[config.mk]
export PLATFORM = sky130hd
export DESIGN_NAME = buffer_read_job_scheduler
export DESIGN_NICKNAME = d
export VERILOG_FILES = /design/src/rtl/buffer_read_job_scheduler.sv
export SDC_FILE = /design/constraint.sdc
export NUM_CORES = 1
export LEC_CHECK = 0
export BUFFER_PORTS_ARGS = -buffer_cell sky130_fd_sc_hd__buf_2
export CORE_MARGIN = 1.5
export CORE_UTILIZATION = 40
export CTS_CLUSTER_DIAMETER = 200
export DETAILED_ROUTE_END_ITERATION = 7
export PLACE_DENSITY = 0.7
export SLEW_MARGIN = 30
export SYNTH_ARGS = -nofsm -noshare
export SYNTH_HDL_FRONTEND = slang
export SYNTH_SLANG_ARGS = --single-unit
[constraint.sdc]
create_clock -name clk_i -period 6.29 [get_ports clk_i]
set_clock_uncertainty 0.05 [all_clocks]
set_input_delay 1.5725 -clock clk_i [delete_from_list [all_inputs] [get_ports clk_i]]
set_output_delay 1.5725 -clock clk_i [all_outputs]
set_load 0.005 [all_outputs]
[src/rtl/buffer_read_job_scheduler.sv]
// Read-job scheduler: queues {cache-line address, length} descriptors and
// sequences the buffer-fill reader (run pulse, stable operands, wait for done).
module buffer_read_job_scheduler #(
  parameter int unsigned QUEUE_DEPTH   = 4,
  parameter int unsigned COUNT_WIDTH   = 32,
  parameter int unsigned CL_ADDR_WIDTH = 42
) (
  input  logic                             clk_i,
  input  logic                             rst_ni,
  input  logic                             enable_i,
  input  logic                             job_valid_i,
  output logic                             job_ready_o,
  input  logic [CL_ADDR_WIDTH-1:0]         job_clAddr_i,
  input  logic [63:0]                      job_length_i,
  output logic                             rd_run_o,
  output logic [CL_ADDR_WIDTH-1:0]         rd_first_clAddr_o,
  output logic [63:0]                      rd_data_length_o,
  input  logic                             rd_done_i,
  output logic                             busy_o,
  output logic [$clog2(QUEUE_DEPTH):0]     queue_count_o,
  output logic                             cmpl_valid_o,
  output logic [CL_ADDR_WIDTH-1:0]         cmpl_clAddr_o,
  output logic [COUNT_WIDTH-1:0]           jobs_done_o
);

  localparam int unsigned PTR_W = $clog2(QUEUE_DEPTH);
  localparam int unsigned CNT_W = PTR_W + 1;
  localparam int unsigned LEN_W = 64;

  typedef enum logic [1:0] {
    IDLE      = 2'd0,
    LAUNCH    = 2'd1,
    ARM       = 2'd2,
    WAIT_DONE = 2'd3
  } state_e;

  state_e                     state_q, state_d;
  logic [PTR_W-1:0]           wr_ptr_q, wr_ptr_d;
  logic [PTR_W-1:0]           rd_ptr_q, rd_ptr_d;
  logic [CNT_W-1:0]           count_q, count_d;
  logic                       rd_run_q, rd_run_d;
  logic [CL_ADDR_WIDTH-1:0]   first_q, first_d;
  logic [LEN_W-1:0]           len_q, len_d;
  logic                       cmpl_valid_q, cmpl_valid_d;
  logic [CL_ADDR_WIDTH-1:0]   cmpl_addr_q, cmpl_addr_d;
  logic [COUNT_WIDTH-1:0]     jobs_q, jobs_d;

  logic [CL_ADDR_WIDTH-1:0]   addr_mem [QUEUE_DEPTH];
  logic [LEN_W-1:0]           len_mem  [QUEUE_DEPTH];

  logic                       push_c;
  logic                       pop_c;
  logic [CL_ADDR_WIDTH-1:0]   head_addr_c;
  logic [LEN_W-1:0]           head_len_c;

  assign job_ready_o   = (count_q != CNT_W'(QUEUE_DEPTH));
  assign push_c        = job_valid_i && job_ready_o;
  assign head_addr_c   = addr_mem[rd_ptr_q];
  assign head_len_c    = len_mem[rd_ptr_q];
  assign busy_o        = (state_q != IDLE) || (count_q != '0);
  assign queue_count_o = count_q;

  assign rd_run_o          = rd_run_q;
  assign rd_first_clAddr_o = first_q;
  assign rd_data_length_o  = len_q;
  assign cmpl_valid_o      = cmpl_valid_q;
  assign cmpl_clAddr_o     = cmpl_addr_q;
  assign jobs_done_o       = jobs_q;

  // Descriptor storage; contents need no reset because count gates visibility.
  always_ff @(posedge clk_i) begin
    if (push_c) begin
      addr_mem[wr_ptr_q] <= job_clAddr_i;
      len_mem[wr_ptr_q]  <= job_length_i;
    end
  end

  // Next-state, reader operands and completion reporting.
  always_comb begin
    state_d      = state_q;
    rd_run_d     = 1'b0;
    first_d      = first_q;
    len_d        = len_q;
    cmpl_valid_d = 1'b0;
    cmpl_addr_d  = cmpl_addr_q;
    jobs_d       = jobs_q;
    pop_c        = 1'b0;
    case (state_q)
      IDLE: begin
        if (enable_i && (count_q != '0)) begin
          pop_c   = 1'b1;
          first_d = head_addr_c;
          len_d   = head_len_c;
          if (head_len_c != '0) begin
            state_d  = LAUNCH;
            rd_run_d = 1'b1;
          end else begin
            // Zero-length job completes without involving the reader.
            cmpl_valid_d = 1'b1;
            cmpl_addr_d  = head_addr_c;
            jobs_d       = jobs_q + COUNT_WIDTH'(1);
          end
        end
      end
      LAUNCH: state_d = ARM;
      // Reader's done still reflects the previous job here; ignore it.
      ARM: state_d = WAIT_DONE;
      WAIT_DONE: begin
        if (rd_done_i) begin
          state_d      = IDLE;
          cmpl_valid_d = 1'b1;
          cmpl_addr_d  = first_q;
          jobs_d       = jobs_q + COUNT_WIDTH'(1);
        end
      end
      default: state_d = IDLE;
    endcase
  end

  // FIFO pointer and occupancy update.
  always_comb begin
    wr_ptr_d = wr_ptr_q;
    rd_ptr_d = rd_ptr_q;
    count_d  = count_q;
    if (push_c) wr_ptr_d = wr_ptr_q + PTR_W'(1);
    if (pop_c)  rd_ptr_d = rd_ptr_q + PTR_W'(1);
    case ({push_c, pop_c})
      2'b10:   count_d = count_q + CNT_W'(1);
      2'b01:   count_d = count_q - CNT_W'(1);
      default: count_d = count_q;
    endcase
  end

  // State and output registers.
  always_ff @(posedge clk_i or negedge rst_ni) begin
    if (!rst_ni) begin
      state_q      <= IDLE;
      wr_ptr_q     <= '0;
      rd_ptr_q     <= '0;
      count_q      <= '0;
      rd_run_q     <= 1'b0;
      first_q      <= '0;
      len_q        <= '0;
      cmpl_valid_q <= 1'b0;
      cmpl_addr_q  <= '0;
      jobs_q       <= '0;
    end else begin
      state_q      <= state_d;
      wr_ptr_q     <= wr_ptr_d;
      rd_ptr_q     <= rd_ptr_d;
      count_q      <= count_d;
      rd_run_q     <= rd_run_d;
      first_q      <= first_d;
      len_q        <= len_d;
      cmpl_valid_q <= cmpl_valid_d;
      cmpl_addr_q  <= cmpl_addr_d;
      jobs_q       <= jobs_d;
    end
  end

endmodule
# ---- After elaboration in Yosys (flattened, before gate mapping)
# Memory sizes are Yosys's and may differ from the RTL's.
# Index checks and enable logic that the tools add are counted.
dict set report word_totals {
  reg_bits 191
  n_memories 2
  out_inout_bits 187
  mem_bits_rw 424
  latch_bits 0
  wordCells 63
  romBits 0
  inputBits 111
}
dict set report op_classes {
  shift 0
  magnitude_cmp 0
  mul 0
  div_mod_pow 0
  eq_ne 10
  reduce_logical 12
  bitwise 0
  add_sub_neg 5
  muxes 24
}
# memory words width read_ports rd_clocked_by_memory_dff wr line
set memory_table {}
lappend memory_table {len_mem 4 64 1 0 1 49} ;# logic [LEN_W-1:0] len_mem [QUEUE_DEPTH];
lappend memory_table {addr_mem 4 42 1 0 1 48} ;# logic [CL_ADDR_WIDTH-1:0] addr_mem [QUEUE_DEPTH];
# operator count
set op_table {}
lappend op_table {{42-bit two-way mux} 3}
lappend op_table {{32-bit two-way mux} 3}
lappend op_table {{42-bit one-hot mux with 2 select lines} 1}
lappend op_table {{32-bit one-hot mux with 2 select lines} 1}
lappend op_table {{64-bit nonzero test} 1}
lappend op_table {{32-bit by 1-bit adder with 32-bit output, second input constant} 1}
lappend op_table {{1-bit two-way mux} 10}
lappend op_table {{2-bit != test, second input constant} 4}
lappend op_table {{2-bit one-hot mux with 4 select lines} 1}
lappend op_table {{2-bit == test, second input constant} 3}
lappend op_table {{2-bit two-way mux} 3}
lappend op_table {{3-bit one-hot mux with 2 select lines} 1}
lappend op_table {{2-bit nonzero test} 3}
lappend op_table {{2-bit by 1-bit adder with 2-bit output, second input constant} 2}
lappend op_table {{2-bit by 1-bit == test with 1-bit output, second input constant} 2}
lappend op_table {{4-bit AND reduction} 1}
lappend op_table {{3-bit by 1-bit adder with 3-bit output, second input constant} 1}
lappend op_table {{3-bit != test, second input constant} 1}
lappend op_table {{3-bit AND reduction} 1}
lappend op_table {{3-bit nonzero test} 1}
lappend op_table {{3-bit by 1-bit subtractor with 3-bit output, second input constant} 1}
lappend op_table {{1-bit logical AND} 2}
lappend op_table {{2-bit zero test} 1}
lappend op_table {{1-bit one-hot mux with 2 select lines} 1}
lappend op_table {{2 further kinds} 2}

# ---- Depth between registers and ports, before layout
dict set report depth {
  word_depth 6
  ltp_mapped 13
  depth_no_buf 11
}

# ---- Least setup slack after synthesis
# No wires, ideal clock.
dict set report synth_timing {
  path_type {input-to-reg}
  start {input port job_valid_i}
  end {memory addr_mem[0][0] (enable)}
  path_stages 1
  n_path_buf 0
  path_slack_ns 1.702
  setup_time_ns 0.478
  arrival_ns 4.060
  required_time_ns 5.762
  path_cell_list {and3_1}
}
dict set report synth_between {
  elab_chain_len 3
}
# item line
set synth_rtl {}
lappend synth_rtl {{from (decl)} 11} ;# input logic job_valid_i,
lappend synth_rtl {{1-bit logical AND} 57} ;# assign push_c = job_valid_i && job_ready_o;
lappend synth_rtl {{1-bit two-way mux} 72} ;# if (push_c) begin
lappend synth_rtl {{1-bit two-way mux (implied by the code)} 73} ;# addr_mem[wr_ptr_q] <= job_clAddr_i;
lappend synth_rtl {{to (decl)} 48}
# Every way passes these cells.

# ---- Final worst setup path
dict set report layout_timing {
  start {register rd_ptr_q[0]}
  end {register cmpl_addr_q[37], in the netlist cmpl_clAddr_o[37]}
}
dict set report layout_between {
  elab_chain_len 4
  elab_cells_between_ends 8
  classes_between {eq/ne: 1; mux: 3; reduce/logical: 2; memory: 2}
}
# item line
set layout_rtl {}
lappend layout_rtl {{from (decl)} 39} ;# logic [PTR_W-1:0] rd_ptr_q, rd_ptr_d;
lappend layout_rtl {{from (signal assigned)} 150} ;# rd_ptr_q <= rd_ptr_d;
lappend layout_rtl {{memory 4 x 64 bit / memory 4 x 42 bit (equally long branches)} n/a}
lappend layout_rtl {{64-bit nonzero test / 42-bit two-way mux (equally long branches)} 94} ;# if (head_len_c != '0) begin
lappend layout_rtl {{2-bit != test (no source line) / 42-bit two-way mux (equally long branches)} n/a}
lappend layout_rtl {{4-bit AND reduction (no source line) / 42-bit one-hot mux with 2 select lines (equally long branches)} n/a}
lappend layout_rtl {{to (signal assigned)} 156} ;# cmpl_addr_q <= cmpl_addr_d;
lappend layout_rtl {{to (decl)} 45} ;# logic [CL_ADDR_WIDTH-1:0] cmpl_addr_q, cmpl_addr_d;
# Several ways; a longest one is shown, not always the timed one. The select of a mux whose other input is x is not followed.
# A chain may end at the register's enable or synchronous reset.

==> flow_summary.rst <==
.. list-table::
   :header-rows: 1

   * - Metric
     - Value
   * - Number of nets in the layout
     - 1,802
   * - Sequence of cells on the critical path
     - mux4_2, nor4_1, nand4_1, nor4_4, mux2i_4, nor2_4, buf_4, mux2_2
   * - CTS tree
     - yes
   * - Syn avg cell area
     - 17.3 um2
   * - Placer's final routability congestion estimate
     - 0.768
   * - Hold-fix buffers at CTS
     - 0
   * - Count of state elements after synthesis
     - 615
   * - Worst Hold Class
     - reg2reg
   * - DR vias/cell
     - 5.10
   * - Pwr per Cell Area
     - 483 nW/um2
   * - Transition time at the pin with the least slew margin
     - 0.937 ns
   * - Number of primary I/O pins
     - about 300
   * - Total length of routed wires
     - 54,000 um
   * - Number of maximum-capacitance constraint violations
     - 0
   * - Mapped cell area
     - 23,600 um2
   * - Number of endpoints failing setup at the final stage
     - 0
   * - Yosys synthesis warning count
     - 0
   * - Clock latency reported for the late side of the worst-skew pair
     - between 0.6 and 0.7 ns
   * - Worst-case setup margin in the final layout
     - roughly 1.5 ns
   * - Syn_nets
     - 1,486
   * - Main combinational cell family by area after synthesis
     - multiplexers
   * - GRT Residual Overflow
     - 0
   * - Leakage power of the design
     - 11.0 nW
   * - Portion of netlist area occupied by mux cells
     - 14.3%
   * - Number of H-tree levels
     - 2
   * - Most frequent standard cell in the layout excluding fill and tap cells
     - edfxtp_1
   * - Parity-gate share of the synthesized area counting xor and xnor cells
     - 1.37%
   * - Count of buffers inserted at the top-level ports
     - between 200 and 300
   * - Sum of negative setup slack
     - 0 ns
   * - Max Clk Rate
     - 207 MHz
   * - First-pass GRT wire length
     - 82,200 um
   * - Length of the first detailed-routing pass in iterations
     - 5
   * - Reg2reg path depth
     - 8
   * - Final max-slew violation count
     - 0
   * - Reg clk slew, reported paths
     - roughly 0.060 ns
   * - Fraction of the mapped netlist area in adder cells
     - 0.616%
   * - Detail-routed net length per standard cell
     - approximately 22 um
   * - Resize count post-CTS
     - 0
   * - Register-to-register setup slack
     - 1.47 ns
   * - Pin count of the biggest net entering global routing
     - 100
   * - Minimum setup slack after placement
     - approximately 1.4 ns
   * - Standard-cell rows
     - 88
   * - Data required, critical path
     - around 6.7 ns
   * - Share of the synthesized area in compound gates (AO/OA/AOI/OAI)
     - less than 1%
   * - DR vias
     - about 13,000
   * - Remaining antenna violation count
     - 0
   * - Startpoint types
     - flip-flop
   * - Unrepaired setup endpoints after global routing
     - false
   * - Final Hold Viols
     - 0
   * - Detailed placer's ending HPWL
     - 34,400 um
   * - Number of clock buffers inserted by TritonCTS
     - 61
   * - Largest buffer count on any clock path
     - 3
   * - Most area-hungry cell type in the Yosys netlist
     - edfxtp_1
   * - Multi-input gate area in the final layout
     - 5770 um2
   * - Area contributors post-synth
     - edfxtp_1, dfrtp_1, mux4_2, nand2_1, mux2_2
   * - DRC
     - 0
   * - CORE AREA
     - ~58,000 um2
   * - Initial antenna violation count
     - 15
   * - Effective utilization at floorplan
     - roughly two fifths
   * - Die Outline Area
     - 60,400 um2
   * - Horizontal die dimension
     - 246 um
   * - Delay of the slowest cell on the worst path
     - 0.90 ns
   * - Root Buffer
     - clkbuf_16
   * - Maximum fanout along the worst path
     - 36
   * - Area share of the largest cell type after synthesis
     - 54.0%
   * - Critical path arrival
     - around 5.3 ns
   * - Min-Delay Path Depth
     - 2
   * - Area taken by flip-flops and latches
     - approximately 18,000 um2
   * - Slowest library cell on the worst path
     - dfrtp_4
   * - Number of filler cells placed in the layout
     - around 4,800
   * - Commonest cells after routing, fill and taps aside
     - edfxtp_1, nand2_1, buf_2, dfrtp_1, mux4_2
   * - Final critical-path share of the clock period
     - 76.7%
   * - Critical path start-end classification
     - reg2reg
   * - Instance area after placement
     - 26,000 um2
   * - Post-Syn Instances
     - approximately 1,400
   * - Drt initial violations
     - 855
   * - Area grow syn2layout
     - 19.1%
   * - Post-synth cell types
     - 41
   * - Number of global-route vias before repair
     - 13,400
   * - Post-layout instance area
     - 28,100 um2
   * - Proportion of synthesized chip area in sequential cells
     - around three quarters
   * - Overall Power
     - 13.5 mW
   * - Clock sinks
     - 615
   * - Chip Height
     - 246 um
   * - Headroom to the max-slew limit
     - 37.5%
   * - Tot GR Track Use
     - 18.0%
   * - Simple-gate share of the synthesized area
     - 7.86%
   * - Final period demand of the worst path
     - 4.82 ns
   * - Maximum resistive drop on vdd
     - 281 uV
   * - Fraction of final layout cells sized beyond drive strength 1
     - 35.3%
   * - Element type at the critical path end
     - flip-flop
   * - Post-CTS Setup Bufs
     - 0
   * - Run status
     - finished clean
metrics by stage:
step	cells	hold WS [ns]	utilization, %
2_1_floorplan	1364	0.415	-
4_1_cts	2497	0.429	48.3
3_5_place_dp	2381	0.408	44.8
3_3_place_gp	2380	0.407	44.8
5_1_grt	2499	0.450	48.4
6_report	2506	0.421	48.4
power breakdown:
part | internal (mW) | switching [mW] | leakage, nW
clock network | 2.14 | 1.50 | 0.971
registers | 5.47 | 0.569 | 6.23
logic | 1.79 | 2.07 | 3.77
worst paths after layout:
kind,start,to
setup / recovery,rd_ptr_q[0],cmpl_clAddr_o[37]
hold / removal,rd_data_length_o[52],rd_data_length_o[52]
setup reg to reg,rd_ptr_q[0],cmpl_clAddr_o[37]
hold reg to reg,rd_data_length_o[52],rd_data_length_o[52]
max in group asynchronous,rst_ni,rd_first_clAddr_o[36]
min in group asynchronous,rst_ni,jobs_done_o[21]
kinds of logic (layout without fill, tap and decap cells):
logic type / after synthesis / after routing
AOI/OAI and AO/OA: 8 / 8
xor gates and xnor gates: 37 / 37
adders and majority gates: 11 / 11
buffers and inverters: 76 / 445
DFF: 615 / 615
muxes: 193 / 193
other: 0 / 8
and+or+nand+nor: 424 / 424
per-layer routing:
metal	track usage (%)	up-vias	wire (um)
met5	0	-	86
met1	24.4	6543	22600
met4	4.78	12	1090
li1	-	5729	-
met3	5.07	90	4500
met2	28.7	418	25700
area by class of cell:
| class | count | share of cell area (%) |
|---|---|---|
| antenna | 8 | 0.0713 |
| clock buffer | 93 | 6.16 |
| clock inverter | 23 | 1.03 |
| inverter | 14 | 0.196 |
| multi-input combinational | 673 | 20.6 |
| sequential | 615 | 62.4 |
| tap | 765 | 3.41 |
| timing repair buffer | 315 | 6.19 |
flip-flops by register name, summed over array words and instances (netlist names), 3 cells and up:
name / count
queue_count_o: 3
cmpl_clAddr_o: 42
rd_first_clAddr_o: 42
rd_data_length_o: 64
len_mem: 256
addr_mem: 168
jobs_done_o: 32
synthesized netlist by cell type (all sizes together):
master / number
edfxtp: 424
nand2: 328
dfrtp: 191
mux4: 106
mux2: 85
clkbuf: 32
xor2: 31
buf: 30
nor4: 25
nand3: 15
nor3: 15
inv: 14
nor2: 12
ha: 10
and3: 8
nand4: 8
xnor2: 6
o21ai: 4
nor3b: 3
mux2i: 2
nand2b: 2
or2: 2
or3: 2
a21oi: 1
a22o: 1
a22oi: 1
and2: 1
and4: 1
fa: 1
nand3b: 1
nor4b: 1
o31ai: 1
worst max-delay path, delay by kind of cell, from the launching register on:
family | cells | cell delay [ns]
simple gates | 4 | 1.77
mux | 3 | 1.33
buf+inv | 1 | 0.50
flops | 1 | 0.90
Note: power is estimated with default switching activity, not from simulation.
